--- config.mk ---
export PLATFORM = sky130hd
export DESIGN_NAME = fifo_stream_reader_flat
export DESIGN_NICKNAME = d
export VERILOG_FILES = /design/src/rtl/fifo_stream_reader_if.sv /design/src/rtl/fifo_stream_reader.sv /design/src/flat_wrapper.sv
export SDC_FILE = /design/constraint.sdc
export NUM_CORES = 1
export LEC_CHECK = 0
export BUFFER_PORTS_ARGS = -buffer_cell sky130_fd_sc_hd__buf_2
export CAP_MARGIN = 20
export CORE_MARGIN = 1.5
export CORE_UTILIZATION = 40
export DETAILED_ROUTE_END_ITERATION = 7
export PLACE_DENSITY = 0.65
export SYNTH_ARGS = -nofsm -noshare
export SYNTH_HDL_FRONTEND = slang
export SYNTH_SLANG_ARGS = --single-unit
export TNS_END_PERCENT = 30
--- constraint.sdc ---
create_clock -name clk -period 1.9 [get_ports clk]
set_input_delay 0.285 -clock clk [delete_from_list [all_inputs] [get_ports clk]]
set_output_delay 0.285 -clock clk [all_outputs]
set_load 0.1 [all_outputs]
--- src/rtl/fifo_stream_reader_if.sv ---
// fifo_stream_reader_if: FIFO read port plus valid/ready stream; m_last exists only with FSR_PKT_LAST_EN
interface fifo_stream_reader_if #(
   parameter int DATA_WIDTH = 8
);
   logic                  fifo_empty;
   logic [DATA_WIDTH-1:0] fifo_dout;
   logic                  fifo_rd_en;
   logic                  m_valid;
   logic                  m_ready;
   logic [DATA_WIDTH-1:0] m_data;
`ifdef FSR_PKT_LAST_EN
   logic                  m_last;
   modport master (input fifo_empty, fifo_dout, m_ready, output fifo_rd_en, m_valid, m_data, m_last);
   modport slave (output fifo_empty, fifo_dout, m_ready, input fifo_rd_en, m_valid, m_data, m_last);
`else
   modport master (input fifo_empty, fifo_dout, m_ready, output fifo_rd_en, m_valid, m_data);
   modport slave (output fifo_empty, fifo_dout, m_ready, input fifo_rd_en, m_valid, m_data);
`endif
endinterface

--- src/rtl/fifo_stream_reader.sv ---
// fifo_stream_reader: drains a sync FIFO read port into a valid/ready stream via a 2-entry skid buffer.
// Optional FSR_PKT_LAST_EN adds m_last and a beat counter marking every PKT_LEN-th word.
module fifo_stream_reader #(
   parameter int DATA_WIDTH = 8,
   parameter int CNT_WIDTH  = 16
`ifdef FSR_PKT_LAST_EN
   ,
   parameter int PKT_LEN    = 4
`endif
) (
   input  logic                 clk,
   input  logic                 rst_n,
   fifo_stream_reader_if.master bus,
   output logic [CNT_WIDTH-1:0] word_cnt
);
   logic [1:0]            occ, occ_nxt, kept;
   logic                  inflight, pop;
   logic [DATA_WIDTH-1:0] head, tail, head_nxt, tail_nxt;

   assign pop            = bus.m_valid && bus.m_ready;
   assign kept           = occ - {1'b0, pop};
   assign occ_nxt        = kept + {1'b0, inflight};
   assign bus.fifo_rd_en = rst_n && !bus.fifo_empty && !occ_nxt[1];
   assign bus.m_valid    = occ != 2'd0;
   assign bus.m_data     = head;

   // A pop shifts tail into head; the landing word fills the first slot left free after the pop.
   always_comb begin
      head_nxt = (inflight && kept == 2'd0) ? bus.fifo_dout : pop ? tail : head;
      tail_nxt = (inflight && kept == 2'd1) ? bus.fifo_dout : tail;
   end

   // Buffer entries, occupancy, read-latency tracker and delivered-word counter.
   always_ff @(posedge clk or negedge rst_n) begin
      if (!rst_n) begin
         occ      <= '0;
         inflight <= 1'b0;
         head     <= '0;
         tail     <= '0;
         word_cnt <= '0;
      end else begin
         occ      <= occ_nxt;
         inflight <= bus.fifo_rd_en;
         head     <= head_nxt;
         tail     <= tail_nxt;
         word_cnt <= pop ? word_cnt + CNT_WIDTH'(1) : word_cnt;
      end
   end

`ifdef FSR_PKT_LAST_EN
   localparam int BW = PKT_LEN > 1 ? $clog2(PKT_LEN) : 1;

   logic [BW-1:0] beat;
   logic          last_beat;

   assign last_beat  = beat == BW'(PKT_LEN - 1);
   assign bus.m_last = bus.m_valid && last_beat;

   // Position within the packet, advanced once per delivered word.
   always_ff @(posedge clk or negedge rst_n) begin
      if (!rst_n) beat <= '0;
      else if (pop) beat <= last_beat ? '0 : beat + BW'(1);
   end
`endif
endmodule

--- src/flat_wrapper.sv ---
// flat-port wrapper written by rule: the top's interface ports become plain ports
module fifo_stream_reader_flat 
#(
   parameter int DATA_WIDTH = 8,
   parameter int CNT_WIDTH  = 16

)
  (clk, rst_n, word_cnt, bus_fifo_empty, bus_fifo_dout, bus_m_ready, bus_fifo_rd_en, bus_m_valid, bus_m_data);
  fifo_stream_reader_if #(.DATA_WIDTH(DATA_WIDTH)) bus_i ();
  input  logic clk;
  input  logic rst_n;
  output logic [CNT_WIDTH-1:0] word_cnt;
  input wire logic [$bits(bus_i.fifo_empty)-1:0] bus_fifo_empty;
  input wire logic [$bits(bus_i.fifo_dout)-1:0] bus_fifo_dout;
  input wire logic [$bits(bus_i.m_ready)-1:0] bus_m_ready;
  output wire logic [$bits(bus_i.fifo_rd_en)-1:0] bus_fifo_rd_en;
  output wire logic [$bits(bus_i.m_valid)-1:0] bus_m_valid;
  output wire logic [$bits(bus_i.m_data)-1:0] bus_m_data;
  assign bus_i.fifo_empty = bus_fifo_empty;
  assign bus_i.fifo_dout = bus_fifo_dout;
  assign bus_i.m_ready = bus_m_ready;
  assign bus_fifo_rd_en = bus_i.fifo_rd_en;
  assign bus_m_valid = bus_i.m_valid;
  assign bus_m_data = bus_i.m_data;
  fifo_stream_reader #(.DATA_WIDTH(DATA_WIDTH), .CNT_WIDTH(CNT_WIDTH)) u_core (.clk(clk), .rst_n(rst_n), .bus(bus_i), .word_cnt(word_cnt));
endmodule
# Word-level counts from Yosys, hierarchy flattened
# Index checks and enable logic that the tools add are counted.
# totals
input_bits	12
wordCells	21
out_inout_bits	26
register_bits	35
# classes
mux	2
addsub	3
eq_ne	1
n_reduce_logical	10
# ops
cell	count
adder 16 x 1 -> 16 bit, second input constant	1
two-way mux 8 bit	2
logical AND 1 bit	5
nonzero test 2 bit	2
adder 2 x 1 -> 2 bit	1
equality test 2 x 1 -> 1 bit, second input constant	1
zero test 1 bit	2
zero test 2 bit	1
subtractor 2 x 1 -> 2 bit	1

# Logic depth before layout (Yosys ltp)
# logic_depth
depth_word	6
mapped_depth	8
mapped_depth_nobuf	7

# Worst setup path before layout
# No wires, ideal clock.
# synth_timing
kind	register to register
startpoint	reg u_core.occ[1]
endpoint	reg u_core.inflight
n_path_buf	0
setup_ns	0.358
slack_ns	-2.104
t_required_ns	1.542
synth_period_minus_slack_ns	4.004
t_arrival_ns	3.646
stages_incl_launch_ff	8
path_cell_list	dfrtp_1 o21ai_1 inv_1 ha_1 inv_1 ha_1 xnor2_1 nor3b_1
# synth_between
elab_chain_cells	6
# synth_rtl
element	line	text
start: declaration	fifo_stream_reader.sv:16	logic [1:0] occ, occ_nxt, kept;
start signal: assignment	fifo_stream_reader.sv:42	occ <= occ_nxt;
nonzero test 2 bit	fifo_stream_reader.sv:24	assign bus.m_valid = occ != 2'd0;
logical AND 1 bit	fifo_stream_reader.sv:20	assign pop = bus.m_valid && bus.m_ready;
via u_core.pop	fifo_stream_reader.sv:17	logic inflight, pop;
subtractor 2 x 1 -> 2 bit	fifo_stream_reader.sv:21	assign kept = occ - {1'b0, pop};
adder 2 x 1 -> 2 bit	fifo_stream_reader.sv:22	assign occ_nxt = kept + {1'b0, inflight};
via u_core.occ_nxt[1]	fifo_stream_reader.sv:16	
zero test 1 bit	fifo_stream_reader.sv:23	assign bus.fifo_rd_en = rst_n && !bus.fifo_empty && !occ_nxt[1];
logical AND 1 bit	fifo_stream_reader.sv:23	
via bus_fifo_rd_en	flat_wrapper.sv:16	output wire logic [$bits(bus_i.fifo_rd_en)-1:0] bus_fifo_rd_en;
end signal: assignment	fifo_stream_reader.sv:43	inflight <= bus.fifo_rd_en;
end: declaration	fifo_stream_reader.sv:17	
# The timed path passes the listed nets, and every way through them passes these cells.
# A chain may end at the register's enable or synchronous reset.

# Worst setup path after layout
# layout_timing
startpoint	reg u_core.occ[1]
endpoint	out bus_fifo_rd_en
# layout_between
elab_chain_cells	6
# layout_rtl
element	line
nonzero test 2 bit	fifo_stream_reader.sv:24
logical AND 1 bit	fifo_stream_reader.sv:20
via u_core.pop	fifo_stream_reader.sv:17
subtractor 2 x 1 -> 2 bit	fifo_stream_reader.sv:21
adder 2 x 1 -> 2 bit	fifo_stream_reader.sv:22
via u_core.occ_nxt[1]	fifo_stream_reader.sv:16
zero test 1 bit	fifo_stream_reader.sv:23
logical AND 1 bit	fifo_stream_reader.sv:23
end: declaration	flat_wrapper.sv:16
# The timed path passes the listed nets, and every way through them passes these cells.

==> impl_results.md <==
- H-Tree Depth: 2
- Outcome: finished, violations left
- FF+latch area: slightly below 900 µm²
- Clock root buffer: clkbuf_8
- Die Height: about 64 µm
- Initial Util: around 41%
- Worst setup margin: -0.339 ns
- GPL Wtd Cong: slightly below 0.8
- Syn Nets: about 140
- Non-filler cells, final: ~220
- Failing checks: setup timing
- YS warnings: 0
- GRT Overall Usage: between 15 and 20%
- Slowest CP cell: dfrtp_1
- Vias: around 1.1k
- Mapped cell area: approximately 0.0015 mm²
- Clk slew on worst S/H paths: approximately 0.07 ns
- Ports: 38
- Count leader, synth: dfrtp_1
- Top cells by area, synth: dfrtp_1 (58%), xnor2_1 (6.4%), mux2_2 (6.0%)
- Critical path launch point type: flip-flop
- Crit path cell chain: o21ai_2 > inv_2 > ha_4 > inv_4 > ha_4 > xnor2_4 > nor3b_4 > buf_12
- Area of the multi-input gates: between 600 and 700 µm²
- Antenna violations before repair: 0
- Met2 routed WL: 1.50 mm
- Flops & latches, synth: 35
- WL met3: around 150 µm
- Top FF cell, synth: dfrtp_1
- Port-buffer cells: 37
- First-pass GRT wire length: roughly 5.1 mm
- CP top delay family: adder cells
- Max cap viols: 0
- DP Cell Count: 214
- Critical path class: reg2out
- # hold bufs at CTS: 0
- # diodes: 0
- Layout cells sized above 1: 44.3%
- Drt via density: 4.85
- DRC errors left: 0
- Hpwl dp: 2.08 mm
- CTS buffer count: 5
- Hold Crit Class: in2async
- Worst-Skew Late Latency: 0.28 ns
- Distinct cells, synth: 22
- Die X: 64.2 µm
- RSZ-0062 raised after global routing: yes
- Core footprint: roughly 0.0036 mm²
- R2r startpoint: u_core.occ[1]$_DFF_PN0_
- Async set or reset register ratio after synthesis: between 90% and 100%
- Clock sink total: 35
- Post-Syn Instances: 124
- Leading area contributor after synthesis: dfrtp_1
- Worst-path fanout max: 2
- Largest net degree at the start of global routing: 36
- CP bufs+invs: 3
- Worst Path Arrival: ~2 ns
- Iteration-0 DRC count of the detailed router: 27
- Required time worst endpoint: between 1.5 and 2 ns
- Uppermost routed layer: met4
- Final hold violations: 0
- Layout Nets: approximately 190
- Total die area: ~0.0041 mm²
- Max-slew violation count: 0
- WL final: about 3.0 mm
- Crit path launch: u_core.occ[1]$_DFF_PN0_
- Area Growth Syn to Fin: 32.6%
- Post-synth EDFFs: 0
- Skew final: 0.00734 ns
- Max Freq: between 400 and 500 MHz
- Number of global-route vias before repair: between 1k and 1.5k
- Tmin final: 2.24 ns
- Router iterations before antenna repair: 4
- Dpl ws: -0.0907 ns
- Number of cell rows: 22
- Yosys top cell area share: 58.4%
- Syn avg cell area: 12.1 µm²
- Endpoint class of the critical path: output port
- Tcrit/Tclk final: 118%
- CTS tree: done
- Register area share after synthesis: between 50 and 60%
- Slew margin rel.: 67.1%
- Most frequent cells after synthesis: dfrtp_1 (35), nand2_1 (14), xnor2_1 (11)
- CP peak stage delay: 0.39 ns
- Total gr overflow: 0
- Filler cells: 340
- Metal-1 WL: 1.30 mm
- Routed Antenna Nets: 0
- Crit path top cell by count: ha_4
- Final Setup Violations: 1
- CTS Buffer Depth: 2
- Tightest Pin Transition: approximately 0.50 ns
- WL/cell: about 13 µm
kinds of logic after synthesis:
| kind of cell | Yosys count | share of synthesized area [%] |
|---|---|---|
| buffers and inverters | 5 | 1.58 |
| adders and majority gates | 3 | 2.50 |
| DFF | 35 | 58.4 |
| and+or+nand+nor | 38 | 12.7 |
| xor gates and xnor gates | 17 | 9.92 |
| muxes | 16 | 11.3 |
| AOI/OAI and AO/OA | 10 | 3.59 |
per-layer routing:
| metal | up-vias | GRT usage (%) |
|---|---|---|
| met5 | - | 0 |
| met4 | 0 | 3.99 |
| met3 | 3 | 6.16 |
| met2 | 31 | 28.0 |
| met1 | 526 | 18.8 |
| li1 | 526 | - |
flip-flops by register name, summed over array words and instances, names as in the netlist:
register	flops
u_core.tail	8
u_core.occ	2
u_core.inflight	1
u_core.bus.m_data	8
u_core.word_cnt	16
cell type report:
class,count,area share (%)
inverters,3,0.692
multi-input cells,84,34.3
flip-flops and latches,35,44.4
repair buffers,47,13.7
clock buffers,7,3.84
well taps,48,3.02
layout by cell type (no fill, tap or decap):
cell type and n:
buf_2 37, dfrtp_1 29, nand2_1 14, xnor2_1 9, buf_4 9, nand3_1 8
mux2_2 8, mux2i_1 8, o21ai_0 8, xor2_1 6, dfrtp_2 6, clkbuf_8 5
nor2_1 4, and3_1 3, xnor2_4 2, nand4_1 2, nor3_1 2, ha_4 2
clkbuf_1 2, inv_4 1, o21ai_2 1, inv_2 1, inv_1 1, or2_2 1
nor3b_4 1, o2111ai_1 1, nor3_2 1, nand3_2 1, nor3b_2 1, ha_1 1
buf_12 1
worst paths after layout:
kind | slack [ns] | endpoint | depth (start not counted)
max in group asynchronous | 1.52 | u_core.word_cnt[3]$_DFFE_PN0P_ | 2
setup reg to reg | 0.15 | u_core.bus.m_data[4]$_DFFE_PN0P_ | 8
hold / removal | 0.06 | u_core.word_cnt[2]$_DFFE_PN0P_ | 2
setup / recovery | -0.34 | bus_fifo_rd_en | 8
min in group clk | 0.19 | u_core.inflight$_DFF_PN0_ | 2
hold reg to reg | 0.48 | u_core.word_cnt[15]$_DFFE_PN0P_ | 1
metrics by stage:
step	TNS (ns)	cell area, µm²	hold WS, ns	util, %
finish	-0.339	1990	0.0587	54.8
global route	-0.438	1990	0.0996	54.8
CTS	-0.367	1970	0.0789	54.1
detailed placement	-0.0907	1860	0.387	51.1
floorplan	-1.00	1560	-0.0106	-
global placement	-0.0579	1860	0.380	51.1
timing repair:
item	CTS	global route
cloned	0	1
setup endpoints to repair	1	17
setup buffers	2	0
gates resized for setup	2	5
pin swaps	2	0
Power is left out: the tool's default activity adds up to more than one toggle a clock period on the data nets, which glitch-free logic cannot reach.
